### src/rtl/instr_mem_loader.sv
// Byte-stream loader for the instruction memory write port: packs bytes
// little-endian into 32-bit words and writes them at consecutive addresses from 0.
module instr_mem_loader #(
  parameter int ADDR_W = 5
) (
  input  logic              i_clk,
  input  logic              i_reset,
  input  logic              i_start,
  input  logic [ADDR_W:0]   i_word_len,
  input  logic [7:0]        i_byte_in,
  input  logic              i_byte_valid,
  output logic              o_byte_ready,
  output logic              o_wr_en,
  output logic [ADDR_W-1:0] o_wr_addr,
  output logic [31:0]       o_wr_data,
  output logic              o_busy,
  output logic              o_done,
  output logic [ADDR_W:0]   o_word_count
);

  typedef enum logic [1:0] {
    ST_IDLE  = 2'd0,
    ST_LOAD  = 2'd1,
    ST_WRITE = 2'd2
  } state_t;

  localparam logic [ADDR_W:0]   CNT_ZERO  = {(ADDR_W+1){1'b0}};
  localparam logic [ADDR_W:0]   CNT_ONE   = {{ADDR_W{1'b0}}, 1'b1};
  localparam logic [ADDR_W:0]   DEPTH     = {1'b1, {ADDR_W{1'b0}}};
  localparam logic [ADDR_W-1:0] ADDR_ZERO = {ADDR_W{1'b0}};
  localparam logic [ADDR_W-1:0] ADDR_ONE  = {{(ADDR_W-1){1'b0}}, 1'b1};

  state_t            r_state;
  state_t            w_next_state;
  logic [ADDR_W:0]   r_len;
  logic [1:0]        r_idx;
  logic [ADDR_W-1:0] r_wr_addr;
  logic [31:0]       r_wr_data;
  logic              r_done;
  logic [ADDR_W:0]   r_word_count;
  logic [ADDR_W:0]   w_len_clamped;
  logic              w_last;

  // Clamping the length to the memory depth guarantees the address never wraps.
  assign w_len_clamped = (i_word_len > DEPTH) ? DEPTH : i_word_len;
  assign w_last        = ((r_word_count + CNT_ONE) == r_len);

  assign o_byte_ready = (r_state == ST_LOAD);
  assign o_wr_en      = (r_state == ST_WRITE);
  assign o_busy       = (r_state != ST_IDLE);
  assign o_wr_addr    = r_wr_addr;
  assign o_wr_data    = r_wr_data;
  assign o_done       = r_done;
  assign o_word_count = r_word_count;

  // State register
  always_ff @(posedge i_clk) begin
    if (i_reset) begin
      r_state <= ST_IDLE;
    end else begin
      r_state <= w_next_state;
    end
  end

  // Next-state decode
  always_comb begin
    w_next_state = r_state;
    case (r_state)
      ST_IDLE: begin
        if (i_start && (w_len_clamped != CNT_ZERO)) begin
          w_next_state = ST_LOAD;
        end else begin
          w_next_state = ST_IDLE;
        end
      end
      ST_LOAD: begin
        if (i_byte_valid && (r_idx == 2'd3)) begin
          w_next_state = ST_WRITE;
        end else begin
          w_next_state = ST_LOAD;
        end
      end
      ST_WRITE: begin
        if (w_last) begin
          w_next_state = ST_IDLE;
        end else begin
          w_next_state = ST_LOAD;
        end
      end
      default: w_next_state = ST_IDLE;
    endcase
  end

  // Datapath: length latch, byte assembly, address and progress tracking
  always_ff @(posedge i_clk) begin
    if (i_reset) begin
      r_len        <= CNT_ZERO;
      r_idx        <= 2'd0;
      r_wr_addr    <= ADDR_ZERO;
      r_wr_data    <= 32'd0;
      r_done       <= 1'b0;
      r_word_count <= CNT_ZERO;
    end else begin
      case (r_state)
        ST_IDLE: begin
          if (i_start) begin
            r_len        <= w_len_clamped;
            r_idx        <= 2'd0;
            r_wr_addr    <= ADDR_ZERO;
            r_word_count <= CNT_ZERO;
            r_done       <= (w_len_clamped == CNT_ZERO);
          end
        end
        ST_LOAD: begin
          if (i_byte_valid) begin
            r_wr_data[{r_idx, 3'b000} +: 8] <= i_byte_in;
            r_idx                           <= r_idx + 2'd1;
          end
        end
        ST_WRITE: begin
          r_word_count <= r_word_count + CNT_ONE;
          r_idx        <= 2'd0;
          // The final address stays visible after the load completes.
          if (w_last) begin
            r_done <= 1'b1;
          end else begin
            r_wr_addr <= r_wr_addr + ADDR_ONE;
          end
        end
        default: begin
          r_idx <= 2'd0;
        end
      endcase
    end
  end

endmodule
### config.mk
export PLATFORM = sky130hd
export DESIGN_NAME = instr_mem_loader
export DESIGN_NICKNAME = d
export VERILOG_FILES = /design/src/rtl/instr_mem_loader.sv
export SDC_FILE = /design/constraint.sdc
export NUM_CORES = 1
export LEC_CHECK = 0
export BUFFER_PORTS_ARGS = -buffer_cell sky130_fd_sc_hd__clkbuf_2
export CORE_MARGIN = 2
export CORE_UTILIZATION = 41
export CTS_BUF_LIST = sky130_fd_sc_hd__clkbuf_2 sky130_fd_sc_hd__clkbuf_4 sky130_fd_sc_hd__clkbuf_8
export CTS_CLUSTER_DIAMETER = 60
export CTS_CLUSTER_SIZE = 12
export DETAILED_ROUTE_END_ITERATION = 12
export SLEW_MARGIN = 15
export SYNTH_ARGS = -nofsm -noshare
export SYNTH_HDL_FRONTEND = slang
export SYNTH_SLANG_ARGS = --single-unit
### constraint.sdc
create_clock -name i_clk -period 2.85 [get_ports i_clk]
set_clock_uncertainty 0.15 [all_clocks]
set_input_delay 0.4275 -clock i_clk [delete_from_list [all_inputs] [get_ports i_clk]]
set_output_delay 0.4275 -clock i_clk [all_outputs]
set_load 0.005 [all_outputs]
==> impl_metrics.yaml <==
status:
  outcome: "finished, final reports clean"
sta:
  slew_violations: 0
  min_period_ps: 2260
  worstMarginPinSlew_ps: 519
  setup_viol: 0
  tns_ps: 0
  hold_viol_final: 0
  rsz0062_at_grt: "no"
  timing.fmax_mhz: 443
  max_slew_margin: 0.653
  final.period_utilization: 0.793
pwr:
  sequentialPowerShare: 0.593
  p_leak_nw: 1.18
  power_switching_mw: 0.331
  power.density_nw_per_um2: 455
  vdd_ir_drop_max_v: 0.000265
  combPwrFrac: 0.088
  p_int_mw: 0.977
  switching_share: 0.253
  pwr-share-clk: 0.319
cts:
  path_clk_slew_ps: 100
  clock_latency_ps: 300
  cts-root-buf: "clkbuf_8"
  cts_tree: "yes"
  htreeDepth: 2
  cts-resized-gates: 0
  cts_buffers: 5
  cts-hold-fix-buffers: 0
  post_cts_buffers: 0
  clk_path_buf_depth: 2
  cts.sinks: 54
synthesis:
  ys_types: 43
  syn-num-nets: 295
  syn_area_sq_um: 2380
  synth_ff_type: "dfxtp_1"
  syn_inst: 270
  synth_edf_count: 0
  ys_ff_latch: 54
  ys_warn_count: 0
  async_reset_ff_frac: 0
  postSynthAreaPerCell_sq_um: 8.82
  yosysSeqAreaShare: 0.454
critical_path:
  crit_path_end_kind: "flop"
  r2r_slack_ps: 590
  start_kind: "flop"
  critical_path_class: "reg2reg"
  arrival_ps: 2300
  cp.required_ps: 2890
  path_max_fanout: 7
route:
  avgViaCountPerCell: 5.37
  vias: 2184
  drcViolationCount: 0
  wl_per_cell_um: 14.6
  detail_route.first_pass.iterations: 4
  drtIter0Drc: 86
  drtAntennaViolNets: 0
  wirelength_um: 5950
placed_design:
  dpl-instance-area_sq_um: 2790
  io_buffers: 64
  placed_cells: 400
  hpwl_um: 4330
  gp_congestion: 0.840
floorplanning:
  start_util: 0.427
  coreArea_sq_um: 5570
  fp-row-count: 27
  io_pins: 65
  die_x_um: 80.2
  die_area_sq_um: 6430
  die_y_um: 80.2
finish:
  antenna_cells: 0
  area_delta_synth_final_pct: 20.7
  seqCellArea_sq_um: 1080
  stdcell_count: 407
  nets: 360
  multiInputGateArea_sq_um: 1240
  fin_area_sq_um: 2870
  fillers: 553
  layout-drive-gt1-share: 0.245
global_route:
  first_global_vias: 1978
  antenna_found_initial: 0
  grt_pass1_wl_um: 9690
  grt_start_max_net_pins: 29
  grt_overflow: 0
  grt_usage: 0.192
flow_run:
  max_cap_viol_count: 0
worst_hold_path:
  hold_class: "in2reg"
flip-flops by register name (all words and copies together), names as in the netlist:
name          count
o_wr_addr         5
o_word_count      6
r_len             6
r_state           2
r_idx             2
o_done            1
o_wr_data        32
synth_stat cells (2+ instances only):
master | n | area share
inv_1 | 3 | 0.0047
mux2i_1 | 2 | 0.0084
clkbuf_1 | 9 | 0.014
nand2_1 | 28 | 0.044
nand3_1 | 21 | 0.044
nand3b_1 | 7 | 0.022
xnor2_1 | 4 | 0.015
a22o_1 | 8 | 0.029
a21oi_1 | 35 | 0.074
a22oi_1 | 8 | 0.025
dfxtp_1 | 54 | 0.45
mux2_1 | 3 | 0.014
nor3_1 | 5 | 0.011
and2_1 | 3 | 0.0079
nand4_1 | 3 | 0.0079
a31oi_1 | 4 | 0.011
or3_1 | 2 | 0.0053
nor2_1 | 24 | 0.038
nor3b_1 | 8 | 0.025
xor2_1 | 2 | 0.0074
ha_1 | 7 | 0.037
buf_1 | 2 | 0.0032
o21ai_0 | 6 | 0.013
nor4b_4 | 2 | 0.020
nand2b_1 | 2 | 0.0053
power groups by stage:
stage / registers [mW] / clock network (mW) / logic (mW)
after floorplan: 0.790 / 0 / 0.0701
after global placement: 0.793 / 0 / 0.115
after detailed placement: 0.793 / 0 / 0.116
after CTS: 0.776 / 0.436 / 0.116
after global routing: 0.778 / 0.461 / 0.129
final: 0.775 / 0.417 / 0.115
layout make-up:
type | instances | area share
Tap cell | 72 | 0.0313
Multi-Input combinational cell | 200 | 0.431
Sequential cell | 54 | 0.376
Clock inverter | 2 | 0.00522
Inverter | 4 | 0.00522
Timing Repair Buffer | 70 | 0.127
Clock buffer | 5 | 0.0239
worst max-delay path, stage by stage (launching register included):
cell	delay (ps)
dfxtp_1	380
ha_1	280
and3b_1	170
or3_1	360
a31o_2	260
a21oi_1	190
mux2_1	350
path summary, 6_finish.rpt:
| check | from | cells past startpoint | to |
|---|---|---|---|
| worst max-delay path | o_word_count[0] | 6 | o_wr_addr[4] |
| worst min-delay path | i_byte_in[3] | 2 | o_wr_data[27] |
| worst max register to register | o_word_count[0] | 6 | o_wr_addr[4] |
| worst min register to register | o_wr_data[18] | 2 | o_wr_data[18] |
layout by cell type, fill, tap and decap left out, types with 7 or more instances in the layout:
cell type,count
a21oi_1,35
a22o_1,8
a22oi_1,8
clkbuf_2,64
dfxtp_1,54
ha_1,7
nand2_1,28
nand3_1,21
nand3b_1,7
nor2_1,24
nor3b_1,8
through the flow:
step           utilization  worst slack [ps]  hold WS (ps)  total power, mW
5_1_grt              0.516               454           236             1.37
2_1_floorplan            -               727           294            0.860
6_report             0.516               590           242             1.31
4_1_cts              0.516               603           233             1.33
3_3_place_gp         0.501               670           290            0.908
3_5_place_dp         0.501               633           292            0.909
metal layers:
metal	GRT usage	wire [um]	vias up
met3	0.0517	265	2
met1	0.252	2860	1033
met4	0.0492	29	0
li1	-	-	1102
met5	0	0	-
met2	0.313	2790	47
logic make-up after synthesis:
family | synth area share
AOI/OAI and AO/OA | 0.186
xor gates and xnor gates | 0.0221
adders and majority gates | 0.0368
buffers and inverters | 0.0257
DFF | 0.454
muxes | 0.0226
and+or+nand+nor | 0.253
Power figures use the tool's default switching activity.
